**src/rtl/uart_autobaud_ctrl.sv**
```systemverilog
// uart_autobaud_ctrl: measures a 0x55 sync character on rxd and derives the UART receiver's baud_rate16 DDS increment
//   clk, rst_n                            clock, asynchronous active-low reset
//   rxd                                   raw serial line, synchronized internally
//   start                                 one-clock pulse, restarts detection from any state
//   rx_data, rx_data_ready, framing_error UART receiver outputs
//   baud_rate16                           DDS increment, 2^28 / clocks-per-bit
//   locked, busy                          rate valid / measuring or dividing
//   detect_error                          one-clock pulse on a failed detection
//   out_data, out_valid                   receiver bytes forwarded while locked
//   UART_AUTOBAUD_RELOCK_EN               when defined, FERR_MAX consecutive framing errors force a relock
module uart_autobaud_ctrl #(
  parameter int          MEAS_W         = 20,
  parameter logic [23:0] DEFAULT_BAUD16 = 24'd309238,
  parameter int          IDLE_CLKS      = 1024,
  parameter int          FERR_MAX       = 4
) (
  input  logic        clk,
  input  logic        rst_n,
  input  logic        rxd,
  input  logic        start,
  input  logic [7:0]  rx_data,
  input  logic        rx_data_ready,
  input  logic        framing_error,
  output logic [23:0] baud_rate16,
  output logic        locked,
  output logic        busy,
  output logic        detect_error,
  output logic [7:0]  out_data,
  output logic        out_valid
);
  typedef enum logic [2:0] {HUNT_IDLE, WAIT_START, MEASURE, DIVIDE, SETTLE, LOCKED} state_t;
  localparam int HW = MEAS_W + 1;
  state_t state;
  logic rx_m, rx_s, rx_d, tog, ge, too_short, seg_bad;
  logic [MEAS_W-1:0] n, s, s0, n8, n_inc, r;
  logic [MEAS_W:0] hcnt, seg, lo, hi, rsh;
  logic [2:0] e;
  logic [31:0] q;
  logic [5:0] dcnt;
`ifdef UART_AUTOBAUD_RELOCK_EN
  localparam int FW = $clog2(FERR_MAX + 1);
  logic [FW-1:0] ferr;
`else
  logic unused_ferr;
  assign unused_ferr = framing_error | (FERR_MAX < 0);
`endif
  assign tog = rx_s ^ rx_d;
  assign n_inc = n + MEAS_W'(1);
  // segment length includes the edge cycle itself, so N8 equals the full 8-bit span
  assign seg = {1'b0, s} + HW'(1);
  assign lo = {1'b0, s0} - {2'b00, s0[MEAS_W-1:2]};
  assign hi = {1'b0, s0} + {2'b00, s0[MEAS_W-1:2]};
  // first edge after the start bit is rising, so the expected level alternates with e
  assign seg_bad = (rx_s == e[0]) || (e != 3'd0 && (seg < lo || seg > hi));
  assign too_short = n_inc < MEAS_W'(129);
  // remainder stays below n8, so the subtraction is done modulo 2^MEAS_W
  assign rsh = {r, q[31]};
  assign ge = rsh >= {1'b0, n8};
  always_ff @(posedge clk or negedge rst_n) begin
    if (!rst_n) begin
      rx_m <= 1'b1;
      rx_s <= 1'b1;
      rx_d <= 1'b1;
      state <= HUNT_IDLE;
      hcnt <= '0;
      n <= '0;
      s <= '0;
      s0 <= '0;
      n8 <= '0;
      e <= '0;
      q <= '0;
      r <= '0;
      dcnt <= '0;
      baud_rate16 <= DEFAULT_BAUD16;
      locked <= 1'b0;
      busy <= 1'b0;
      detect_error <= 1'b0;
      out_data <= '0;
      out_valid <= 1'b0;
`ifdef UART_AUTOBAUD_RELOCK_EN
      ferr <= '0;
`endif
    end else begin
      rx_m <= rxd;
      rx_s <= rx_m;
      rx_d <= rx_s;
      detect_error <= 1'b0;
      out_valid <= 1'b0;
      if (start) begin
        state <= HUNT_IDLE;
        hcnt <= '0;
        locked <= 1'b0;
        busy <= 1'b0;
      end else begin
        case (state)
          HUNT_IDLE: begin
            hcnt <= rx_s ? hcnt + HW'(1) : '0;
            if (rx_s && hcnt == HW'(IDLE_CLKS - 1)) begin
              state <= WAIT_START;
              hcnt <= '0;
            end
          end
          WAIT_START: if (rx_d && !rx_s) begin
            n <= '0;
            s <= '0;
            e <= '0;
            state <= MEASURE;
            busy <= 1'b1;
          end
          MEASURE: begin
            n <= n_inc;
            s <= s + MEAS_W'(1);
            if (&n || (tog && (seg_bad || (e == 3'd7 && too_short)))) begin
              state <= HUNT_IDLE;
              busy <= 1'b0;
              detect_error <= 1'b1;
            end else if (tog) begin
              e <= e + 3'd1;
              s <= '0;
              if (e == 3'd0) s0 <= seg[MEAS_W-1:0];
              if (e == 3'd7) begin
                n8 <= n_inc;
                q <= 32'h8000_0000;
                r <= '0;
                dcnt <= '0;
                state <= DIVIDE;
              end
            end
          end
          DIVIDE: if (dcnt == 6'd32) begin
            baud_rate16 <= q[23:0];
            state <= SETTLE;
            busy <= 1'b0;
          end else begin
            q <= {q[30:0], ge};
            r <= ge ? rsh[MEAS_W-1:0] - n8 : rsh[MEAS_W-1:0];
            dcnt <= dcnt + 6'd1;
          end
          SETTLE: begin
            hcnt <= rx_s ? hcnt + HW'(1) : '0;
            if (rx_s && hcnt == {n8, 1'b0} - HW'(1)) begin
              state <= LOCKED;
              locked <= 1'b1;
              hcnt <= '0;
`ifdef UART_AUTOBAUD_RELOCK_EN
              ferr <= '0;
`endif
            end
          end
          LOCKED: begin
            out_valid <= rx_data_ready;
            if (rx_data_ready) out_data <= rx_data;
`ifdef UART_AUTOBAUD_RELOCK_EN
            if (rx_data_ready) begin
              ferr <= framing_error ? ferr + FW'(1) : '0;
              if (framing_error && ferr == FW'(FERR_MAX - 1)) begin
                state <= HUNT_IDLE;
                locked <= 1'b0;
                detect_error <= 1'b1;
                ferr <= '0;
              end
            end
`endif
          end
          default: state <= HUNT_IDLE;
        endcase
      end
    end
  end
endmodule

```
**config.mk**
```make
export PLATFORM = sky130hd
export DESIGN_NAME = uart_autobaud_ctrl
export DESIGN_NICKNAME = d
export VERILOG_FILES = /design/src/rtl/uart_autobaud_ctrl.sv
export SDC_FILE = /design/constraint.sdc
export NUM_CORES = 1
export LEC_CHECK = 0
export ABC_AREA = 1
export CORE_MARGIN = 3
export CORE_UTILIZATION = 65
export DETAILED_ROUTE_END_ITERATION = 8
export GPL_TIMING_DRIVEN = 1
export PLACE_DENSITY_LB_ADDON = 0.08
export SYNTH_ARGS = -nofsm -noshare
export SYNTH_HDL_FRONTEND = slang
export SYNTH_SLANG_ARGS = --single-unit
```
**constraint.sdc**
```tcl
create_clock -name clk -period 5.8 [get_ports clk]
set_input_delay 1.16 -clock clk [delete_from_list [all_inputs] [get_ports clk]]
set_output_delay 1.16 -clock clk [all_outputs]
set_load 0.05 [all_outputs]
```
Word level (Yosys, flattened, before mapping)
Cells that the tools add are included.
- latch bits: 0
- bits in read-only memories: 0
- flip-flop bits (word level): 204
- word-level logic and storage cells: 142
- memory bits (writable): 0
- output and inout bits: 36
- memories: 0
- bits of input ports: 14
- $add $sub $neg: 10
- shift operators: 0
- reduce and logical (&&, ||, !) cells: 31
- multipliers: 0
- bitwise logic cells: 3
- $lt $le $gt $ge: 4
- muxes and demuxes: 52
- divide/modulo/power cells: 0
- equal/unequal tests: 23
- operator list (operator ; number):
    $mux 20 ; 8
    $mux 32 ; 4
    $pmux 20 s2 ; 3
    $mux 21 ; 4
    $pmux 32 s2 ; 1
    $pmux 21 s2 ; 1
    $add 20x1->20 const B ; 2
    $mux 3 ; 11
    $mux 6 ; 4
    $add 20x1->21 const B ; 1
    $add 20x18->21 ; 1
    $add 21x1->21 const B ; 1
    $eq 21x10->1 const B ; 1
    $eq 21x21->1 ; 1
    $ge 21x20->1 ; 1
    $gt 21x21->1 ; 1
    $lt 21x21->1 ; 1
    $sub 20x18->21 ; 1
    $sub 21x1->21 const B ; 1
    $lt 20x8->1 const B ; 1
    $reduce_and 20->1 ; 1
    $sub 20x20->20 ; 1
    $pmux 3 s6 ; 1
    $ne 3x3->1 const B ; 5
    other kinds (28) ; 66

Longest topological paths before layout
Gate-level depths: netlist of run 1.
- word-level depth: 11
- mapped depth: 35

Least setup slack after synthesis of run 1
No wires, ideal clock.
- path kind: flip-flop to flip-flop
- start: register s0[5]
- end: register q[1]
- stages on the path, launching flop included: 34
- path buffers: 2
- setup slack: 1.837 ns
- arrival time: 3.830 ns
- path through: dfrtp_1 inv_1 ha_1 buf_2 inv_1 a21oi_1 nand2_1 nand2_1 nand2_1 a21o_1 nand2_1 nand2_1 a21boi_0 o21bai_1 nand2_1 nand2_1 xor2_1 ha_1 nand2_1 nor2_1 nand2_1 nor2_1 nand4_1 nand2_1 nand2_1 nand2_1 nand3_2 nand2_2 nand2_4 nand2_4 nand2_4 buf_6 nand2_1 o21ai_0
- cells in the longest elaborated chain, start to end: 10
- ends and longest elaborated chain (what ; RTL line ; source):
    from (decl) ; 35 ; logic [MEAS_W-1:0] n, s, s0, n8, n_inc, r;
    from (signal assigned) ; 120 ; if (e == 3'd0) s0 <= seg[MEAS_W-1:0];
    $sub 20x18->21 / $add 20x18->21 (equally long branches) ; 51, 52 ;
    $lt 21x21->1 / $gt 21x21->1 (equally long branches) ; 54 ; assign seg_bad = (rx_s == e[0]) || (e != 3'd0 && (seg < lo || seg > hi));
    $logic_or 1x1->1 (*) ; 54 ;
    $logic_and 1x1->1 (*) ; 54 ;
    $logic_or 1x1->1 (*) ; 54 ;
    $logic_or 1x1->1 (*) ; 113 ; if (&n || (tog && (seg_bad || (e == 3'd7 && too_short)))) begin
    $logic_and 1x1->1 (*) ; 113 ;
    $logic_or 1x1->1 (*) ; 113 ;
    $ne 2x2->1 (no source line) (*) ; -- ;
    $reduce_and 6->1 (no source line) (*) ; -- ;
    to (signal assigned) ; 135 ; q <= {q[30:0], ge};
    to (decl) ; 38 ; logic [31:0] q;
Every way passes the cells marked *; elsewhere a longest branch is shown, timed or not.
A chain may end at the register's enable or synchronous reset.

Final worst setup path of run 1
- start: register s0[2]
- end: register n8[19]
- cells in the longest elaborated chain, start to end: 10
- ends and longest elaborated chain (what ; RTL line ; source):
    $sub 20x18->21 / $add 20x18->21 (equally long branches) ; 51, 52 ;
    $lt 21x21->1 / $gt 21x21->1 (equally long branches) ; 54 ;
    $logic_or 1x1->1 (*) ; 54 ;
    $logic_and 1x1->1 (*) ; 54 ;
    $logic_or 1x1->1 (*) ; 54 ;
    $logic_or 1x1->1 (*) ; 113 ;
    $logic_and 1x1->1 (*) ; 113 ;
    $logic_or 1x1->1 (*) ; 113 ;
    $not 1->1 (no source line) (*) ; -- ;
    $reduce_and 5->1 (no source line) (*) ; -- ;
    to (signal assigned) ; 122 ; n8 <= n_inc;
    to (decl) ; 35 ;
Marked as above.

==> PnR_summary.wiki, run 1 <==
{| class="wikitable"
! Metric !! Value
|-
| Largest vdd supply drop || 0.000337 V
|-
| Top cells by count, synth || nand2_1, inv_1, dfrtp_1, nor2_1, o21ai_0
|-
| Buffer depth of the longest clock path || 3
|-
| Total via count after detailed routing || 13107
|-
| Count of standard-cell rows || 53
|-
| Wirelength, routed || 35.4 mm
|-
| Initial DRC Count || 960
|-
| Area of the mapped netlist || 0.0143 mm2
|-
| Die Y-Extent || 154 um
|-
| Synth Area per Inst || 7.19 um2
|-
| Total global routing track utilization || 29.5%
|-
| Remaining global-route overflow || 0
|-
| Combinational family with the most area after synthesis || simple AND/OR/NAND/NOR gates
|-
| XOR/XNOR share of the synthesized area || 5.32%
|-
| Number of hold violations in the final report || 0
|-
| Die ar. || 0.0238 mm2
|-
| Vias in the first global route || 12361
|-
| Overall Power || 6930 uW
|-
| Detailed-route DRC error count || 0
|-
| Peak fanout along the critical path || 33
|-
| Sum of net half-perimeters after detailed placement || 26.0 mm
|-
| First-pass DRT Iterations || 5
|-
| Area of the multi-input gates || 0.00796 mm2
|-
| Clock tree from TritonCTS || done
|-
| Leading post-synthesis cells by cell area || dfrtp_1, nand2_1, ha_1
|-
| Avg Vias per Cell || 5.69
|-
| Fraction of the mapped netlist area in adder cells || 9.77%
|-
| Max Clock Skew || 0.00910 ns
|-
| Share of the synthesized area in the top cell type || 32.9%
|-
| Area leader, netlist || dfrtp_1
|-
| Wire length of the first global-routing pass || 59.2 mm
|-
| Leakage power figure || 0.00801 uW
|-
| Yosys Warn Count || 0
|-
| Initial antenna violation count || 0
|-
| WP data arrival || 5.66 ns
|-
| Critical path's largest stage delay || 0.42 ns
|-
| Clock buffers created by TritonCTS || 23
|-
| Clock-pin slew reported for the worst setup and hold paths after clock tree synthesis || 0.06 ns
|-
| Combined buffer and inverter count along the critical path || 2
|-
| CP Launch Type || flip-flop
|-
| Min Hold Slack || 0.355 ns
|-
| CP max stage cell || dfrtp_1
|-
| Period utilisation layout || 89.8%
|-
| Number of flops mapped to enable cells by yosys || 0
|-
| Largest net degree at the start of global routing || 116
|-
| Placement-stage worst setup slack || 0.527 ns
|-
| CTS H-tree depth || 1
|-
| Synth Area in Simple Gates || 28.5%
|-
| I/O pin count || 50
|-
| Number of fillers in the final layout || 1732
|-
| Setup total negative slack || 0 ns
|-
| RSZ-0062 raised after global routing || no
|-
| Flop2flop setup slack || 0.59 ns
|-
| Pwr/cell area || 441 mW/mm2
|-
| Setup-failing EPs final || 0
|-
| Crit path max-delay family || simple AND/OR/NAND/NOR gates
|-
| Core Box Area || 0.0214 mm2
|-
| Detailed-route wire length per cell || 15.4 um
|-
| Clock root cell || clkbuf_16
|-
| Register area share after synthesis || 35.8%
|-
| Most prevalent standard cell on the critical path || nand2_1
|-
| Post-detailed-placement cell area || 0.0149 mm2
|-
| Latest clock arrival within the worst-skew pair || 0.52 ns
|-
| Class of the worst hold path || flip-flop to flip-flop
|-
| Count of nets left with antenna violations after detail routing || 0
|-
| Instance count of the mapped netlist || 1991
|-
| Final Wtd Congestion || 0.956
|-
| Synthesized net count || 2115
|-
| Sequential Area || 0.00512 mm2
|-
| Time the final worst path needs with I/O delays and setup || 5.21 ns
|-
| Worst slew margin relative to its limit || 35.5%
|-
| Final count of pins violating max slew || 0
|-
| Count of max-cap constraint violations || 0
|-
| IO Port Bufs || 48
|-
| Multiplexer share of the synthesized area || 0%
|-
| Number of antenna diodes || 0
|-
| Compound-Gate Fraction of Synth Area || 12.0%
|-
| Final nets || 2136
|-
| Count leader, synth || nand2_1
|-
| P&R area growth vs syn || 9.66%
|-
| Design Area, Final || 0.0157 mm2
|-
| Smallest setup slack after layout || 0.591 ns
|-
| Count of different cell masters after synthesis || 52
|-
| Asr flop ratio synth || 100%
|-
| Layout cells sized above 1 || 4.58%
|-
| Die outline width || 154 um
|-
| Status || finished clean
|-
| Slew @ Worst Pin || 0.943 ns
|-
| Crit path capture type || flip-flop
|-
| Starting utilization of the core area || 67.1%
|-
| Prevailing post-synth register cell || dfrtp_1
|-
| Maximum frequency from static timing analysis || 0.192 GHz
|-
| Flop and latch count out of synthesis || 204
|-
| Kind of critical path || flip-flop to flip-flop
|-
| Hold bufs inserted after CTS || 0
|-
| Clk sinks || 204
|-
| Required @ worst endpoint || 6.25 ns
|}
## routing by layer
| layer | part of all wire [%] | vias to the layer above | track usage, % | wire [um] |
|---|---|---|---|---|
| met5 | 0 | - | 0 | 0 |
| li1 | - | 6508 | - | - |
| met2 | 47 | 424 | 48.6 | 16500 |
| met3 | 6.8 | 72 | 4.81 | 2400 |
| met4 | 2.4 | 0 | 7.91 | 856 |
| met1 | 44 | 6103 | 40.8 | 15600 |
## kinds of logic (layout without fill, tap and decap cells)
kind of cell | count (synthesis) | after routing
AND/OR/NAND/NOR | 963 | 963
AO/OA/AOI/OAI | 318 | 318
buffers and inverters | 309 | 347
flip-flops | 204 | 204
adder cells (fa/ha/maj) | 110 | 110
XOR/XNOR | 87 | 87
## cells in the final DEF (no fill, tap or decap), types with 8 or more instances in the layout
| cell | netlist | layout |
|---|---|---|
| nor3_1 | 23 | 23 |
| nor4_1 | 8 | 8 |
| xor2_1 | 72 | 72 |
| nand3_1 | 135 | 135 |
| ha_1 | 107 | 107 |
| dfrtp_1 | 188 | 188 |
| o21ai_0 | 152 | 152 |
| o21ai_1 | 20 | 20 |
| nand4_1 | 32 | 32 |
| nand2_1 | 578 | 577 |
| buf_4 | 2 | 11 |
| inv_1 | 241 | 241 |
| o22ai_1 | 22 | 22 |
| dfstp_2 | 16 | 16 |
| clkbuf_16 | 0 | 23 |
| xnor2_1 | 15 | 15 |
| a21oi_1 | 85 | 85 |
| clkdlybuf4s50_1 | 0 | 47 |
| nor2_1 | 153 | 153 |
## state kept, by name, summed over array words and instances, names as in the netlist, 3 cells and up
register	flops
baud_rate16	24
e	3
n	20
dcnt	6
state	3
hcnt	21
out_data	8
q	32
n8	20
s	20
s0	20
r	20
## what timing repair did
action,CTS,global route
gates resized for setup,0,1
endpoints found under the setup margin,0,20
buffers inserted,0,0
## metrics by stage
step                cells  util [%]
floorplan            1991         -
global placement     2262      69.9
detailed placement   2262      69.9
CTS                  2304      73.5
global route         2304      73.5
finish               2304      73.5
## final timing paths
kind                       start        to  cells past startpoint
max reg2reg                s0[2]    n8[19]                     27
max in group asynchronous  rst_n     s[19]                      2
min                         rx_m      rx_s                      0
max                        s0[2]    n8[19]                     27
min reg2reg                 rx_m      rx_s                      0
min in group asynchronous  rst_n  hcnt[12]                      1
## power breakdown
part | total [uW] | switching [uW] | leakage (uW) | internal [uW]
Clock | 1510 | 598 | 0.000387 | 914
Combinational | 3590 | 2310 | 0.00488 | 1280
Sequential | 1820 | 203 | 0.00275 | 1620
## final cells by class
| type | count | area share [%] |
|---|---|---|
| tap | 275 | 2.19 |
| inverter | 246 | 5.88 |
| timing repair buffer | 59 | 3.61 |
| sequential | 204 | 32.6 |
| clock buffer | 31 | 4.11 |
| clock inverter | 11 | 0.868 |
| multi-input combinational | 1478 | 50.7 |
(Power assumes the default switching activity.)
==> inputs of run 2 (changes only) <==
--- a/config.mk
+++ b/config.mk
@@ -6,11 +6,12 @@
 export NUM_CORES = 1
 export LEC_CHECK = 0
 export ABC_AREA = 1
-export CORE_MARGIN = 3
+export CAP_MARGIN = 20
 export CORE_UTILIZATION = 65
 export DETAILED_ROUTE_END_ITERATION = 8
 export GPL_TIMING_DRIVEN = 1
 export PLACE_DENSITY_LB_ADDON = 0.08
+export SETUP_SLACK_MARGIN = 0.1
 export SYNTH_ARGS = -nofsm -noshare
 export SYNTH_HDL_FRONTEND = slang
 export SYNTH_SLANG_ARGS = --single-unit
==> run 2 against run 1 <==
Net effect:
- maximum frequency is 0.48% higher
- die area shrank 5.1%
- via count rose by 0.66%
- cell count rose by 0.26%
- clock power decreased by 3%
- final area up 0.15%
- hold slack better by 0.0062 ns
- utilization rose by 0.34 points
- worst setup slack better by 0.025 ns
- total power is 0.12% lower
- combinational power barely moved
- first-iteration DRC count shrank 19%
- highest routed layer unchanged
==> PnR_summary.wiki, run 2 (synthesis results as in run 1) <==
{| class="wikitable"
! Metric !! Value
|-
| Starting utilization of the core area || 67.3% (+0.21 points)
|-
| Avg Vias per Cell || 5.71 (+0.39%)
|-
| Number of fillers in the final layout || 1748 (+0.92%)
|-
| Critical path's largest stage delay || 0.42 ns (about the same)
|-
| Largest vdd supply drop || 0.000363 V (+7.9%)
|-
| Die ar. || 0.0226 mm2 (-5.1%)
|-
| Total via count after detailed routing || 13193 (+0.66%)
|-
| Detailed-route DRC error count || 0 (unchanged)
|-
| Worst slew margin relative to its limit || 29.2% (-6.3 points)
|-
| Final nets || 2141 (+0.23%)
|-
| CTS H-tree depth || 1 (unchanged)
|-
| Number of flip-flops in the largest register || 32 (unchanged)
|-
| Endpoint of the worst hold-timing path || rx_s
|-
| Time the final worst path needs with I/O delays and setup || 5.18 ns (-0.0247 ns)
|-
| Smallest setup slack after layout || 0.616 ns (+0.0247 ns)
|-
| Buffer depth of the longest clock path || 3 (unchanged)
|-
| Initial antenna violation count || 0 (unchanged)
|-
| Regs by FF count || q x32, baud_rate16 x24, hcnt x21
|-
| RSZ-0062 raised after global routing || no
|-
| Post-detailed-placement cell area || 0.0149 mm2 (+0.20%)
|-
| Sum of net half-perimeters after detailed placement || 26.9 mm (+3.4%)
|-
| Detailed-route wire length per cell || 15.8 um (+2.8%)
|-
| Crit path capture type || flip-flop
|-
| Slew @ Worst Pin || 1.05 ns (+0.109 ns)
|-
| Total global routing track utilization || 33.2% (+3.8 points)
|-
| Count of nets left with antenna violations after detail routing || 0 (unchanged)
|-
| Required @ worst endpoint || 6.20 ns (-0.05 ns)
|-
| Count of standard-cell rows || 53 (unchanged)
|-
| Class of the worst hold path || flip-flop to flip-flop
|-
| Peak fanout along the critical path || 22 (-33%)
|-
| Vias in the first global route || 12410 (+0.40%)
|-
| Final count of pins violating max slew || 0 (unchanged)
|-
| WP data arrival || 5.58 ns (-0.08 ns)
|-
| Latest clock arrival within the worst-skew pair || 0.53 ns (about the same)
|-
| Worst min-delay path startpoint || rx_m
|-
| Launch point of the worst reg-to-reg path || s0[4]
|-
| Area of the multi-input gates || 0.00796 mm2 (about the same)
|-
| Max Clock Skew || 0.0265 ns (+0.0174 ns)
|-
| Sequential Area || 0.00512 mm2 (unchanged)
|-
| Pwr/cell area || 440 mW/mm2 (-0.27%)
|-
| Number of hold violations in the final report || 0 (unchanged)
|-
| CP Launch Type || flip-flop
|-
| Wire length of the first global-routing pass || 60.0 mm (+1.4%)
|-
| Clock buffers created by TritonCTS || 24 (+4.3%)
|-
| Layout cells sized above 1 || 4.62% (+0.036 points)
|-
| Kind of critical path || flip-flop to flip-flop
|-
| Period utilisation layout || 89.4% (-0.43 points)
|-
| Min Hold Slack || 0.361 ns (+0.00619 ns)
|-
| Setup-failing EPs final || 0 (unchanged)
|-
| Number of antenna diodes || 0 (unchanged)
|-
| Die outline width || 150 um (-2.6%)
|-
| Initial DRC Count || 782 (-19%)
|-
| Post-CTS setup repair buffer count || 0 (unchanged)
|-
| CP max stage cell || dfrtp_1
|-
| Register bank with the most flops || q
|-
| Die Y-Extent || 150 um (-2.6%)
|-
| Flop2flop setup slack || 0.62 ns (+0.02 ns)
|-
| Final Wtd Congestion || 0.958 (+0.26%)
|-
| Clock tree from TritonCTS || done
|-
| IO Port Bufs || 48 (unchanged)
|-
| P&R area growth vs syn || 9.83%
|-
| Largest net degree at the start of global routing || 124 (+6.9%)
|-
| Status || finished clean
|-
| Most prevalent standard cell on the critical path || nand2_1
|-
| Clock root cell || clkbuf_16
|-
| Core Box Area || 0.0213 mm2 (-0.31%)
|-
| Remaining global-route overflow || 0 (unchanged)
|-
| Worst reg2reg endpoint || s0[4]
|-
| Reg2Reg Depth || 32 (+19%)
|-
| Clk sinks || 204 (unchanged)
|-
| Clock-pin slew reported for the worst setup and hold paths after clock tree synthesis || 0.06 ns (about the same)
|-
| Wirelength, routed || 36.5 mm (+3.1%)
|-
| Setup total negative slack || 0 ns (unchanged)
|-
| Maximum frequency from static timing analysis || 0.193 GHz (+0.48%)
|-
| Count of max-cap constraint violations || 0 (unchanged)
|-
| I/O pin count || 50 (unchanged)
|-
| Leakage power figure || 0.00802 uW (about the same)
|-
| Number of instances on the worst hold path || 0 (unchanged)
|-
| Placement-stage worst setup slack || 0.529 ns (+0.00180 ns)
|-
| Leading cell type in the layout, fill and taps excluded || nand2_1
|-
| Top library cells by usage in the layout, fill and taps aside || nand2_1, inv_1, dfrtp_1
|-
| First-pass DRT Iterations || 5 (unchanged)
|-
| Design Area, Final || 0.0157 mm2 (+0.15%)
|}
==> run 2: cell type report <==
cell class                      count  area share [%]
Timing Repair Buffer               63            3.79
Clock inverter                      7           0.501
Sequential cell                   204            32.6
Tap cell                          275            2.19
Multi-Input combinational cell   1478            50.6
Clock buffer                       37            4.45
Inverter                          246            5.87
==> run 2: where the power goes <==
part	total (uW)	leakage [uW]	switching, uW	internal, uW
clock network	1470	0.000370	595	876
registers	1840	0.00275	218	1620
logic	3610	0.00490	2320	1290
==> run 2: what timing repair did <==
action	4_1_cts	5_1_grt
endpoints found under the setup margin	0	41
resized for setup	0	1
hold buffers	0	0
==> run 2: metrics by stage <==
| step | std cells | util [%] | power [uW] |
|---|---|---|---|
| after floorplan | 1991 | - | 4560 |
| after global placement | 2266 | 70.2 | 5280 |
| after detailed placement | 2266 | 70.2 | 5410 |
| after CTS | 2310 | 73.9 | 6910 |
| after global routing | 2310 | 73.9 | 7510 |
| final | 2310 | 73.9 | 6920 |
==> run 2: worst max-delay path by stage <==
| stage | from | endpoint | slack [ns] |
|---|---|---|---|
| after floorplan | s0[5] | q[1] | 1.84 |
| after global placement | s0[5] | s0[18] | 0.65 |
| after detailed placement | s0[5] | s0[18] | 0.53 |
| after CTS | s0[5] | s0[4] | 0.53 |
| after global routing | s0[5] | s0[7] | 0.16 |
| final | s0[4] | s0[4] | 0.62 |
==> run 2: layer usage <==
metal	track usage, %	routed length (um)	vias up
met5	0	0	-
met4	11.7	1190	0
met3	4.42	2540	71
met2	53.6	16800	404
met1	45.9	16000	6203
li1	-	-	6515
==> run 2: critical path: cells and delay by family, from the launching register on <==
family	cells	cell delay, ns
fa+ha+maj	2	0.67
compound gates	3	0.78
xor+xnor	1	0.17
buf+inv	4	0.76
simple gates	22	2.26
flops	1	0.42
